[src/rtl/prog_pkg.sv]
// prog_pkg: shared constants and the loader state type for the program-memory
// write path (prog_loader) and its RAM (prog_ram).
package prog_pkg;

  localparam int IW    = 17;  // instruction word width
  localparam int AW    = 5;   // program address width
  localparam int DEPTH = 32;  // number of program words

  typedef enum logic [1:0] {
    ST_IDLE  = 2'd0,
    ST_SHIFT = 2'd1,
    ST_WRITE = 2'd2,
    ST_DONE  = 2'd3
  } load_state_e;

  // A session length is usable only if it names at least one word and
  // does not run past the end of the program RAM.
  function automatic logic len_legal(input logic [AW:0] len);
    logic [AW:0] depth_w;
    depth_w = (AW+1)'(DEPTH);
    return (len != {(AW+1){1'b0}}) && (len <= depth_w);
  endfunction

endpackage

[src/rtl/prog_ram.sv]
// prog_ram: DEPTH x IW program RAM shared between the loader and fetch.
// Ports:
//   clk   - write clock (rising edge)
//   we    - write enable
//   waddr - write address
//   wdata - write data
//   raddr - fetch read address
//   rdata - mem[raddr], combinational
// Contents are deliberately not reset so a program survives rst_n.
module prog_ram
  import prog_pkg::*;
(
  input  logic          clk,
  input  logic          we,
  input  logic [AW-1:0] waddr,
  input  logic [IW-1:0] wdata,
  input  logic [AW-1:0] raddr,
  output logic [IW-1:0] rdata
);

  logic [IW-1:0] mem_r [DEPTH];

  // Single synchronous write port.
  always_ff @(posedge clk) begin
    if (we) begin
      mem_r[waddr] <= wdata;
    end
  end

  assign rdata = mem_r[raddr];

endmodule

[src/rtl/prog_loader.sv]
// prog_loader: bit-serial program loader. Shifts instruction words in MSB
// first over a valid/ready handshake and writes them to consecutive RAM
// addresses starting at 0.
// Ports:
//   clk, rst_n       - clock, asynchronous active-low reset
//   load_start       - pulse; starts (or restarts) a session of load_len words
//   load_len         - session length, legal 1..DEPTH
//   ser_valid/data   - serial bit stream (MSB first)
//   ser_ready        - high while a bit can be accepted
//   rd_addr/rd_data  - asynchronous fetch read port
//   load_busy        - session in progress
//   load_done        - all words written; held until the next accepted start
//   word_count       - words written in this session
//   err_len          - sticky: start requested with an illegal length
//   err_overrun      - sticky: serial data offered after the session finished
module prog_loader
  import prog_pkg::*;
(
  input  logic          clk,
  input  logic          rst_n,
  input  logic          load_start,
  input  logic [AW:0]   load_len,
  input  logic          ser_valid,
  input  logic          ser_data,
  output logic          ser_ready,
  input  logic [AW-1:0] rd_addr,
  output logic [IW-1:0] rd_data,
  output logic          load_busy,
  output logic          load_done,
  output logic [AW:0]   word_count,
  output logic          err_len,
  output logic          err_overrun
);

  load_state_e   state_r;
  logic [IW-1:0] shreg_r;
  logic [4:0]    bitcnt_r;
  logic [AW-1:0] ptr_r;
  logic [AW:0]   len_r;
  logic [AW:0]   word_count_r;
  logic          load_done_r;
  logic          err_len_r;
  logic          err_overrun_r;
  logic          ser_ready_r;
  logic          load_busy_r;
  logic          mem_we_s;
  logic [AW:0]   word_count_inc_s;

  // A restart in the write cycle drops that write.
  assign mem_we_s         = (state_r == ST_WRITE) && !load_start;
  assign word_count_inc_s = word_count_r + {{AW{1'b0}}, 1'b1};

  // Session FSM with registered handshake and status outputs.
  always_ff @(posedge clk or negedge rst_n) begin
    if (!rst_n) begin
      state_r       <= ST_IDLE;
      shreg_r       <= {IW{1'b0}};
      bitcnt_r      <= 5'd0;
      ptr_r         <= {AW{1'b0}};
      len_r         <= {(AW+1){1'b0}};
      word_count_r  <= {(AW+1){1'b0}};
      load_done_r   <= 1'b0;
      err_len_r     <= 1'b0;
      err_overrun_r <= 1'b0;
      ser_ready_r   <= 1'b0;
      load_busy_r   <= 1'b0;
    end else if (load_start) begin
      // Start takes priority in every state; any partial word is discarded.
      if (len_legal(load_len)) begin
        state_r       <= ST_SHIFT;
        bitcnt_r      <= 5'd0;
        ptr_r         <= {AW{1'b0}};
        len_r         <= load_len;
        word_count_r  <= {(AW+1){1'b0}};
        load_done_r   <= 1'b0;
        err_len_r     <= 1'b0;
        err_overrun_r <= 1'b0;
        ser_ready_r   <= 1'b1;
        load_busy_r   <= 1'b1;
      end else begin
        err_len_r <= 1'b1;
        // An illegal restart still aborts a running session.
        if ((state_r == ST_SHIFT) || (state_r == ST_WRITE)) begin
          state_r     <= ST_IDLE;
          ser_ready_r <= 1'b0;
          load_busy_r <= 1'b0;
        end
      end
    end else begin
      case (state_r)
        ST_IDLE: begin
          ser_ready_r <= 1'b0;
          load_busy_r <= 1'b0;
        end
        ST_SHIFT: begin
          if (ser_valid && ser_ready_r) begin
            shreg_r <= {shreg_r[IW-2:0], ser_data};
            if (bitcnt_r == 5'(IW - 1)) begin
              state_r     <= ST_WRITE;
              ser_ready_r <= 1'b0;
            end else begin
              bitcnt_r <= bitcnt_r + 5'd1;
            end
          end
        end
        ST_WRITE: begin
          word_count_r <= word_count_inc_s;
          if (word_count_inc_s == len_r) begin
            // Last word: ptr stays put so it never wraps past DEPTH-1.
            state_r     <= ST_DONE;
            load_done_r <= 1'b1;
            load_busy_r <= 1'b0;
          end else begin
            state_r     <= ST_SHIFT;
            ptr_r       <= ptr_r + {{(AW-1){1'b0}}, 1'b1};
            bitcnt_r    <= 5'd0;
            ser_ready_r <= 1'b1;
          end
        end
        ST_DONE: begin
          if (ser_valid) begin
            err_overrun_r <= 1'b1;
          end
        end
        default: begin
          state_r     <= ST_IDLE;
          ser_ready_r <= 1'b0;
          load_busy_r <= 1'b0;
        end
      endcase
    end
  end

  prog_ram u_ram (
    .clk   (clk),
    .we    (mem_we_s),
    .waddr (ptr_r),
    .wdata (shreg_r),
    .raddr (rd_addr),
    .rdata (rd_data)
  );

  assign ser_ready   = ser_ready_r;
  assign load_busy   = load_busy_r;
  assign load_done   = load_done_r;
  assign word_count  = word_count_r;
  assign err_len     = err_len_r;
  assign err_overrun = err_overrun_r;

endmodule

[config.mk]
export PLATFORM = sky130hd
export DESIGN_NAME = prog_loader
export DESIGN_NICKNAME = d
export VERILOG_FILES = /design/src/rtl/prog_pkg.sv /design/src/rtl/prog_ram.sv /design/src/rtl/prog_loader.sv
export SDC_FILE = /design/constraint.sdc
export NUM_CORES = 1
export LEC_CHECK = 0
export CORE_MARGIN = 2
export CORE_UTILIZATION = 40
export DETAILED_ROUTE_END_ITERATION = 10
export DONT_BUFFER_PORTS = 1
export PLACE_DENSITY = 0.6
export RECOVER_POWER = 100
export SYNTH_ARGS = -nofsm -noshare
export SYNTH_HDL_FRONTEND = slang
export SYNTH_SLANG_ARGS = --single-unit
[constraint.sdc]
create_clock -name clk -period 3.83 [get_ports clk]
set_input_delay 0.766 -clock clk [delete_from_list [all_inputs] [get_ports clk]]
set_output_delay 0.766 -clock clk [all_outputs]
set_load 0.03 [all_outputs]
# Word-level counts from Yosys, hierarchy flattened
# Memory sizes are Yosys's and may differ from the RTL's.
# Index checks and enable logic that the tools add are counted.
totals:
  ff_bits: 46
  latch_bits: 0
  ramBits: 544
  rom_bits: 0
  out_inout_bits: 28
  elab_cells: 93
  memories: 1
mem_list:
  columns: ["memory", "depth", "width", "read_ports", "rd_clocked_by_memory_dff", "wr", "line_no", "source"]
  rows:
  - ["u_ram.mem_r", 32, 17, 1, 0, 1, "prog_ram.sv:21", "logic [IW-1:0] mem_r [DEPTH];"]
classes:
  addsub: 3
  n_mul: 0
  div_mod_pow: 0
  n_lt_le_gt_ge: 1
  eq_ne: 13
  shifts: 0
  muxes: 39
  n_bitwise: 1
  n_reduce_logical: 24
ops:
  columns: ["op", "count"]
  rows:
  - ["$mux 5", 8]
  - ["$mux 1", 18]
  - ["$mux 6", 3]
  - ["$reduce_and 3->1", 5]
  - ["$mux 2", 6]
  - ["$add 5x1->5 const B", 2]
  - ["$pmux 5 s2", 1]
  - ["$reduce_and 5->1", 2]
  - ["$ne 3x2->1 const B", 3]
  - ["$reduce_bool 2->1", 4]
  - ["$add 6x1->6 const B", 1]
  - ["$eq 6x6->1", 1]
  - ["$le 6x6->1 const B", 1]
  - ["$ne 3x3->1 const B", 2]
  - ["$reduce_bool 3->1", 2]
  - ["$reduce_bool 6->1", 1]
  - ["$eq 5x5->1 const B", 1]
  - ["$eq 2x2->1 const B", 2]
  - ["$pmux 2 s2", 1]
  - ["$reduce_and 2->1", 2]
  - ["$reduce_and 4->1", 1]
  - ["$reduce_bool 4->1", 1]
  - ["$logic_and 1x1->1", 3]
  - ["$ne 3x1->1 const B", 1]
  - ["9 further kinds", 9]

# Logic depth before layout (Yosys ltp)
depth:
  word_depth: 5
  ltp_mapped: 9

# By module
# From an unflattened synthesis, not the netlist that was laid out.
hier_totals:
  hier_cells: 1407
  area_unflattened_um2: 23807.8
modules_own_cells:
  columns: ["mod", "instances", "cells_per_inst", "area_per_inst_um2", "seq_area_each_um2"]
  rows:
  - ["prog_ram", 1, 1195, 21396.8, 16335.7]
  - ["prog_loader", 1, 212, 2411.1, 1151.1]

# Worst setup path after synthesis
# OpenSTA, ideal clock, no wires.
synth_timing:
  kind: "input -> output"
  startpoint: "input rd_addr[1]"
  endpoint: "output rd_data[0]"
  arrival_time_ns: 2.732
  slack_ns: 0.332
  cell_stages: 6
  path_buffers: 3
  cell_sequence: "clkbuf_1 -> buf_2 -> clkbuf_1 -> mux4_2 -> mux4_2 -> mux2_2"
synth_between:
  elab_chain_len: 1
synth_rtl:
  columns: ["item", "line_no", "source"]
  rows:
  - ["start: declaration", "prog_loader.sv:26", "input logic [AW-1:0] rd_addr,"]
  - ["$mem_v2 32x17", null, null]
  - ["end: declaration", "prog_loader.sv:27", "output logic [IW-1:0] rd_data,"]
# No other way between the ends.

# Final worst setup path
layout_timing:
  startpoint: "register state_r[0]"
  endpoint: "memory u_ram.mem_r[3][11], enable pin"
layout_between:
  elab_chain_len: 4
layout_rtl:
  columns: ["item", "line_no", "source"]
  rows:
  - ["start: declaration", "prog_loader.sv:35", "load_state_e state_r;"]
  - ["start signal: assignment", "prog_loader.sv:56", "state_r <= ST_IDLE;"]
  - ["start signal: assignment", "prog_loader.sv:70", "state_r <= ST_SHIFT;"]
  - ["start signal: assignment", "prog_loader.sv:84", "state_r <= ST_IDLE;"]
  - ["$eq 2x2->1", "prog_loader.sv:50", "assign mem_we_s = (state_r == ST_WRITE) && !load_start;"]
  - ["$logic_and 1x1->1", "prog_loader.sv:50", null]
  - ["$mux 1", "prog_ram.sv:25", "if (we) begin"]
  - ["$mux 1 (not written as such)", "prog_ram.sv:26", "mem_r[waddr] <= wdata;"]
  - ["end: declaration", "prog_ram.sv:21", null]
# No other way between the ends.

==> impl_summary.txt <==
----------------------------------------------------
[Synth]
  Post-Synthesis Net Count ... 1062
  Number of different library cells in the post-synthesis netlist ... 48
  Register bit count reported by yosys ... 590
  Yosys warning total ... 0
  Predominant post-synthesis flop cell ... edfxtp_1
  Number of flops mapped to enable cells by yosys ... 544
  Post-synthesis instance total ... 1035
  Syn_area_per_cell ... 22.3 µm²
  Post-synth ARST share ... 7.80%
  Synthesized cell area ... 23100 µm²
  Share of the yosys chip area belonging to registers ... 75.7%

[Placed design]
  Number of port buffers ... 0
  Detailed placer's ending HPWL ... 27300 µm
  Weighted congestion at the end of routability-driven global placement ... 0.734

[Critical path]
  Arrival time at the worst endpoint ... 3.56 ns
  Register-to-register setup slack ... 0.53 ns
  Category of the worst setup path capture point ... flop
  Startpoint types ... flop
  WS Path Type ... reg -> reg
  CP Max Fanout ... 13
  Data required time at the worst endpoint ... 4.09 ns

[Global routing]
  Largest net degree at the start of global routing ... 137
  Global-route wire length before repair ... 75200 µm
  Overall overflow remaining after global route ... 0
  Number of antenna violations at the first check in global routing ... 5
  Global router's overall resource usage ... 17.7%
  Number of global-route vias before repair ... 10900

[Floorplanning]
  Core Box Area ... 57400 µm²
  Initial Util ... 40.3%
  Height of the die ... 244 µm
  IO Count ... 44
  Site Rows ... 88
  Total Die Area ... 59700 µm²
  Width of the die ... 244 µm

[Timing]
  Post-Route Setup TNS ... 0 ns
  Finish-stage setup viols ... 0
  Achievable Freq ... 0.303 GHz
  Worst-case clock skew ... 0.0242 ns
  Final min period ... 3.30 ns
  RSZ-0062 raised after global routing ... no
  Final count of pins violating max slew ... 65
  Max-slew headroom ... -70.0%
  Portion of the clock cycle consumed by the worst path in the final layout ... 86.0%
  WHS ... 0.271 ns
  Number of hold violations in the final report ... 0
  Slew @ Worst Pin ... 2.55 ns

[Routing]
  Final antenna-violating net count ... 0
  Wire length per cell after detailed routing ... 27.4 µm
  Detail-routed via count per cell ... 5.57
  Initial DRC count ... 1057
  Drt pass-1 iters ... 5
  Total detailed-routing wirelength ... 51900 µm
  Remaining DRCs ... 0
  Via count ... 10600

[Finish]
  Net count, final ... 1110
  Top library cells by usage in the layout, fill and taps aside ... edfxtp_1 (544), mux4_2 (170), clkbuf_16 (58)
  Leading cell type in the layout, fill and taps excluded ... edfxtp_1
  Area growth from synthesis to layout ... 12.0%
  Ratio of cells with drive above 1 in the final layout ... 28.6%

[Power]
  Maximum vdd drop ... 367 µV
  Total power divided by cell area ... 533 nW/µm²
  Power consumption ... 13.8 mW
  P_leak ... 8.14 nW

[Run status]
  Violations in the final reports ... max-capacitance violations, max-slew violations
  Status ... finished with violations

[Clock tree]
  CTS clock-pin slew for the worst setup and hold paths ... 0.06 ns
  Post-CTS Setup Repair Bufs ... 0
  Cell at the root of the clock tree ... clkbuf_16
  Worst-case clock buffer depth ... 3
  TritonCTS clock tree ... built
  Clock Sinks ... 590
  Number of instances resized during post-cts repair ... 0
  Clock latency of the later-clocked register in the worst-skew pair ... 0.62 ns
  Number of H-tree levels ... 2
  CTS buffer count ... 58
  Total of hold buffers inserted after clock tree synthesis ... 2

[Min path]
  Class of the worst hold path ... in -> reg

[Run]
  MaxCap Viol Count ... 2

----------------------------------------------------
-- report_power, final --
| group | total (mW) | internal, mW | switching (mW) |
|---|---|---|---|
| clock | 5.38 | 3.06 | 2.33 |
| sequential | 7.75 | 7.36 | 0.388 |
| combinational | 0.667 | 0.338 | 0.329 |
-- synth_stat cells, types with 5 or more instances --
| master | number | share of area [%] |
|---|---|---|
| ha_1 | 11 | 0.60 |
| mux2_2 | 40 | 1.9 |
| mux4_2 | 170 | 17 |
| dfrtp_1 | 46 | 5.0 |
| o21ai_0 | 13 | 0.28 |
| buf_6 | 5 | 0.24 |
| buf_2 | 14 | 0.30 |
| buf_1 | 6 | 0.097 |
| inv_1 | 8 | 0.13 |
| nand2_1 | 21 | 0.34 |
| clkbuf_1 | 29 | 0.47 |
| edfxtp_1 | 544 | 71 |
| nor2_1 | 42 | 0.68 |
| nand3_1 | 14 | 0.30 |
-- registers in the layout, indices dropped and copies added, names as in the netlist --
name,cells
err_len,1
ptr_r,5
state_r,2
shreg_r,17
ser_ready,1
word_count,6
u_ram.mem_r,544
bitcnt_r,5
len_r,6
load_busy,1
err_overrun,1
load_done,1
-- critical path: stages (launching register included) --
cell      delay (ns)
dfrtp_1         0.40
inv_1           0.11
ha_1            0.32
inv_1           0.12
nor2_1          0.12
clkbuf_1        0.39
nand2_1         0.44
nor2_1          0.62
buf_4           0.44
-- path summary, 6_finish.rpt --
path | start | to | cells past startpoint
worst max register to register | state_r[0]$_DFFE_PN0P_ | u_ram.mem_r[3][11]$_DFFE_PP_ | 8
worst min-delay path | load_start | err_overrun$_DFFE_PN0P_ | 1
max in group asynchronous | rst_n | len_r[4]$_DFFE_PN0P_ | 2
worst max-delay path | state_r[0]$_DFFE_PN0P_ | u_ram.mem_r[3][11]$_DFFE_PP_ | 8
worst min register to register | len_r[4]$_DFFE_PN0P_ | len_r[4]$_DFFE_PN0P_ | 1
min in group asynchronous | rst_n | shreg_r[1]$_DFFE_PN0P_ | 2
-- kinds of logic after synthesis --
logic type | synth area share (%)
XOR/XNOR | 0.303
AND/OR/NAND/NOR | 2.18
adder cells (fa/ha/maj) | 0.596
multiplexers | 18.7
flip-flops | 75.7
buffers and inverters | 1.25
AO/OA/AOI/OAI | 1.33
-- layout make-up --
type                            instances  area (µm²)
Antenna cell                            1        2.50
Clock buffer                           94        1720
Clock inverter                         14        91.3
Fill cell                            4800       31500
Inverter                                8        30.0
Multi-Input combinational cell        383        5370
Sequential cell                       590       17500
Tap cell                              765         957
Timing Repair Buffer                   42         226
-- metrics by stage --
step                setup slack, ns  area, µm²  cells  util [%]
finish                        0.535      25900   1897      45.1
global route                  0.308      25900   1897      45.1
CTS                           0.600      26000   1896      45.4
detailed placement            0.800      24200   1786      42.2
global placement              0.795      24200   1786      42.2
floorplan                     0.332      23100   1035         -
-- routing by layer --
| metal | GRT usage (%) | share of wire [%] | routed length (µm) |
|---|---|---|---|
| met1 | 24.9 | 43 | 22500 |
| met2 | 27.8 | 47 | 24600 |
| met3 | 3.78 | 7.1 | 3710 |
| met4 | 5.27 | 2.0 | 1050 |
| met5 | 0 | 0.052 | 27 |
Power figures use the tool's default switching activity.
==> variant 1: new RTL, config.mk and constraints unchanged <==
Register the output `err_overrun` once more, with the module's reset; this adds one clock of latency there. The other outputs are not delayed to match.
--- a/src/rtl/prog_loader.sv
+++ b/src/rtl/prog_loader.sv
@@ -146,5 +146,11 @@
   assign word_count  = word_count_r;
   assign err_len     = err_len_r;
-  assign err_overrun = err_overrun_r;
+  always_ff @(posedge clk or negedge rst_n) begin
+    if (!rst_n) begin
+      err_overrun <= '0;
+    end else begin
+      err_overrun <= err_overrun_r;
+    end
+  end
 
 endmodule
Function: no difference found for any inputs over 4 cycles, from zero or initial values and one cycle with rst_n low; that may be too few to reach the edited logic, so the function may still have changed.
==> variant 1 against the unedited design <==
  * The flow still finishes with violations (max-capacitance violations, max-slew violations)
  * Core utilization is essentially flat
  * Total power shrank 0.14%
  * Worst setup slack lost 0.015 ns
  * Sequential share of layout area shrank 0.063 points
  * Routed wire length grew 1.3%
  * Sequential cell count grew 1
  * Count of clock-buffer cells in the layout shrank 13
  * Final area grew 0.24%
  * Hold slack gained 0.0019 ns
  * Synthesized cell count is essentially flat
  * Synthesized area grew 0.11%
  * First-iteration DRC count shrank 5.3%
  * Critical path type unchanged
  * Largest power group unchanged
  * Highest routed layer unchanged
==> variant 1: results (changes against the unedited design) <==
stage,metric,value,unit,change
grt,grt_max_degree,137,,unchanged
min_path,worstHoldEndpoint,err_overrun_r,,
logic_synthesis,async_reset_ff_share,7.95,%,+0.16 points
clock_network,clockRootBuffer,clkbuf_16,,
min_path,min_path_type,in -> reg,,
placement,finalWeightedCongestion,0.766,,+4.4%
clock_network,cts-buffers-inserted,57,,-1.7%
sta,max-slew-margin-rel,-28.8,%,+41 points
pwr,p_leak,0.00813,uW,-0.15%
sta,report.final.slew_viol_count,18,,-72%
critical_path,arrival,3.53,ns,-0.03 ns
detailed_routing,routed_wl,52.6,mm,+1.3%
clock_network,clock_path_buffers,3,,unchanged
clock_network,clkLatencyLatePin,0.62,ns,about the same
cells_and_area,finalNetCount,1118,,+0.72%
logic_synthesis,synth_edf_count,544,,unchanged
critical_path,r2r_end,u_ram.mem_r[29][9],,
grt,antenna_found_initial,3,,-2
placement,hpwlAfterDp,28.1,mm,+3.1%
placement,place_area,24300,um2,+0.56%
logic_synthesis,ys_seq_area_share,75.7,%,about the same
grt,grtUsageTotal,18.0,%,+0.30 points
cells_and_area,diodes,0,,-1
pwr,internal-power,10700,uW,about the same
placement,dp_slack,0.760,ns,-0.0395 ns
detailed_routing,first_iter_violations,1001,,-5.3%
sta,hold_violations,0,,unchanged
pwr,peakVddDrop,0.397,mV,+7.9%
critical_path,r2r_cells,8,,unchanged
cells_and_area,fillers,4851,,+1.1%
detailed_routing,via_count,10700,,+1.6%
run_status,status,"finished, violations left",,
flow_run,cap_violations,1,,-1
logic_synthesis,synth_area_leaders,"edfxtp_1, mux4_2, dfrtp_1",,
run_status,violations,"max-capacitance violations, max-slew violations",,
logic_synthesis,yosys-top-cells-count,"edfxtp_1, mux4_2, dfrtp_1",,
grt,grt_pass1_wl,77.2,mm,+2.6%
critical_path,r2r_slack,0.52,ns,
cells_and_area,drive_gt1_share,27.2,%,-1.5 points
sta,skew,0.0174,ns,-0.00686 ns
detailed_routing,firstDrtPassIters,5,,unchanged
critical_path,worstPathMaxFanout,11,,-2
logic_synthesis,syn-num-nets,1063,,+0.094%
[variant 1: final cells by class]
type | count | share of cell area (%)
flip-flops and latches | 591 | 67.5
multi-input cells | 383 | 20.7
clock buffers | 81 | 6.00
well taps | 765 | 3.69
repair buffers | 50 | 1.21
clock inverters | 25 | 0.825
inverters | 8 | 0.116
[variant 1: through the flow]
stage,util [%],hold slack (ns),std cells,power (uW)
2_1_floorplan,-,0.374,1036,8370
3_3_place_gp,42.3,0.399,1795,8530
3_5_place_dp,42.3,0.391,1795,8560
4_1_cts,45.5,0.236,1903,13900
5_1_grt,45.1,0.275,1903,14300
6_report,45.1,0.273,1903,13800
[variant 1: critical path, stage by stage (launching register included)]
cell	delay [ns]
dfrtp_1	0.39
inv_1	0.11
ha_1	0.32
inv_1	0.12
nor2_1	0.11
clkbuf_1	0.42
nand2_1	0.38
nor2_2	0.25
clkbuf_1	0.82
[variant 1: worst max path at each step]
stage	from	endpoint	slack, ns	depth (start not counted)
2_1_floorplan	rd_addr[1]	rd_data[0]	0.33	6
3_3_place_gp	rd_addr[0]	rd_data[13]	0.75	3
3_5_place_dp	rd_addr[0]	rd_data[0]	0.76	3
4_1_cts	u_ram.mem_r[26][0]	rd_data[0]	0.61	3
5_1_grt	state_r[0]	u_ram.mem_r[27][12]	0.31	9
6_report	state_r[0]	u_ram.mem_r[29][9]	0.52	8
[variant 1: cell families after synthesis]
| group | count (synthesis) | share of synthesized area [%] |
|---|---|---|
| buf+inv | 62 | 1.24 |
| xor+xnor | 8 | 0.303 |
| flops | 591 | 75.7 |
| fa+ha+maj | 11 | 0.595 |
| mux | 213 | 18.6 |
| simple gates | 106 | 2.18 |
| compound gates | 45 | 1.33 |
[variant 1: power groups by stage]
stage / clock, uW / combinational [uW] / sequential [uW]
6_report: 5360 / 664 / 7760
5_1_grt: 5720 / 729 / 7800
4_1_cts: 5450 / 682 / 7760
3_5_place_dp: 0 / 663 / 7890
3_3_place_gp: 0 / 657 / 7870
2_1_floorplan: 0 / 622 / 7750
[variant 1: repair_timing]
action                                 CTS  global route
endpoints found under the hold margin   47             0
setup endpoints to repair                0             0
hold buffers                             2             0
[variant 1: metal layers]
metal	vias to the layer above	part of all wire [%]	track usage, %
met5	-	0.046	0
met4	4	1.8	4.47
met3	75	7.0	3.69
met2	343	47	27.5
met1	5875	44	26.4
li1	4449	-	-
==> variant 2: new RTL, same settings <==
Without the edit above. Change the package constant `IW` from 17 to 34.
--- a/src/rtl/prog_pkg.sv
+++ b/src/rtl/prog_pkg.sv
@@ -3,5 +3,5 @@
 package prog_pkg;
 
-  localparam int IW    = 17;  // instruction word width
+  localparam int IW    = 34;  // instruction word width
   localparam int AW    = 5;   // program address width
   localparam int DEPTH = 32;  // number of program words
Interface: changed (resized rd_data); port bits go from 44 to 61. The function was not compared with the original's and may differ.
==> variant 2 against the unedited design <==
  * Critical endpoint is now rd_data[11]
  * Total power increased by 94%
  * Sequential cell count increased by 561
  * First-iteration DRC count grew 97%
  * Sequential power grew 85%
  * Routed wire length up 97%
  * The flow still finishes with violations (max-capacitance violations, max-slew violations)
  * Worst setup slack worse by 0.37 ns
  * Clock power up 110%
  * Synthesized cell count up 79%
  * Synthesized area grew 92%
  * Critical path type is now in -> out
  * Final area rose by 94%
  * Non-clock buffer count rose by 27
  * Register-to-register slack got worse by 0.14 ns
==> variant 2: results (changes against the unedited design) <==
stage,metric,value,unit,change
logic_synthesis,ys_seq_area_share,77.2,%,+1.5 points
cells_and_area,utilization,45.5,%,+0.43 points
grt,grtUsageTotal,18.3,%,+0.67 points
cells_and_area,n_all_buffers,69,,+64%
critical_path,setup.worst_path.end,rd_data[11],,
critical_path,cp-startpoint,rd_addr[0],,
placement,dpl.cell_count,3312,,+85%
cells_and_area,multi_input_area_share,19.5,%,-1.3 points
cells_and_area,largest_reg_flops,1088,,+100%
detailed_routing,routed_wl,102,mm,+97%
logic_synthesis,synth_area_leaders,"edfxtp_1, mux4_2, dfrtp_1",,
sta,report.final.slew_viol_count,64,,-1.5%
run_status,violations,"max-capacitance violations, max-slew violations",,
sta,setup_slack,0.168,ns,-0.366 ns
cells_and_area,drive_gt1_share,30.8,%,+2.1 points
flow_run,cap_violations,1,,-1
logic_synthesis,synth_compound_area_share,0.835,%,-0.50 points
pwr,clk-power,11400,uW,+110%
min_path,min_from,load_len[2],,
min_path,worstHoldEndpoint,len_r[2],,
critical_path,arrival,2.90,ns,-0.66 ns
logic_synthesis,syn-num-nets,1880,,+77%
clock_network,clkLatencyLatePin,0.71,ns,+0.09 ns
cells_and_area,clk_share,7.68,%,+0.70 points
critical_path,r2r_cells,7,,-1
placement,hpwlAfterDp,50.1,mm,+84%
cells_and_area,inverters_excl_clock,9,,+1
sta,max-slew-margin-rel,-50.0,%,+20 points
placement,dp_slack,0.640,ns,-0.159 ns
cells_and_area,finalNetCount,1967,,+77%
cells_and_area,diodes,0,,-1
clock_network,cts-buffers-inserted,112,,+93%
cells_and_area,seq-cell-share,68.1,%,+0.57 points
run_status,status,"finished, violations left",,
logic_synthesis,yosys-top-cells-count,"edfxtp_1, mux4_2, mux2_2",,
[variant 2: cell types whose count changed after synthesis, moves of 4 or more]
cell	change
nor2_1	-4
a22o_1	-4
nand2_1	+10
edfxtp_1	+544
mux2_2	+32
mux4_2	+170
or2_2	-4
buf_2	+11
clkbuf_1	+24
o211ai_1	+7
buf_6	+4
dfrtp_1	+17
[variant 2: what timing repair did]
item / CTS / global route
buffers inserted: 0 / 0
endpoints found under the hold margin: 63 / 0
hold buffers: 2 / 0
[variant 2: routing by layer]
metal / track usage, % / vias up / wire (um)
li1: - / 8131 / -
met1: 24.0 / 10900 / 41300
met2: 31.2 / 684 / 52300
met3: 3.61 / 141 / 6560
met4: 5.07 / 0 / 2190
met5: 0 / - / 0
[variant 2: worst register-to-register path: stages, from the launching register on]
cell and delay (ns):
dfrtp_1 0.40, inv_1 0.12, ha_1 0.39, nor2b_1 0.34, nand2_1 0.12, clkbuf_1 0.42, nor2_4 0.22, clkbuf_1 1.04
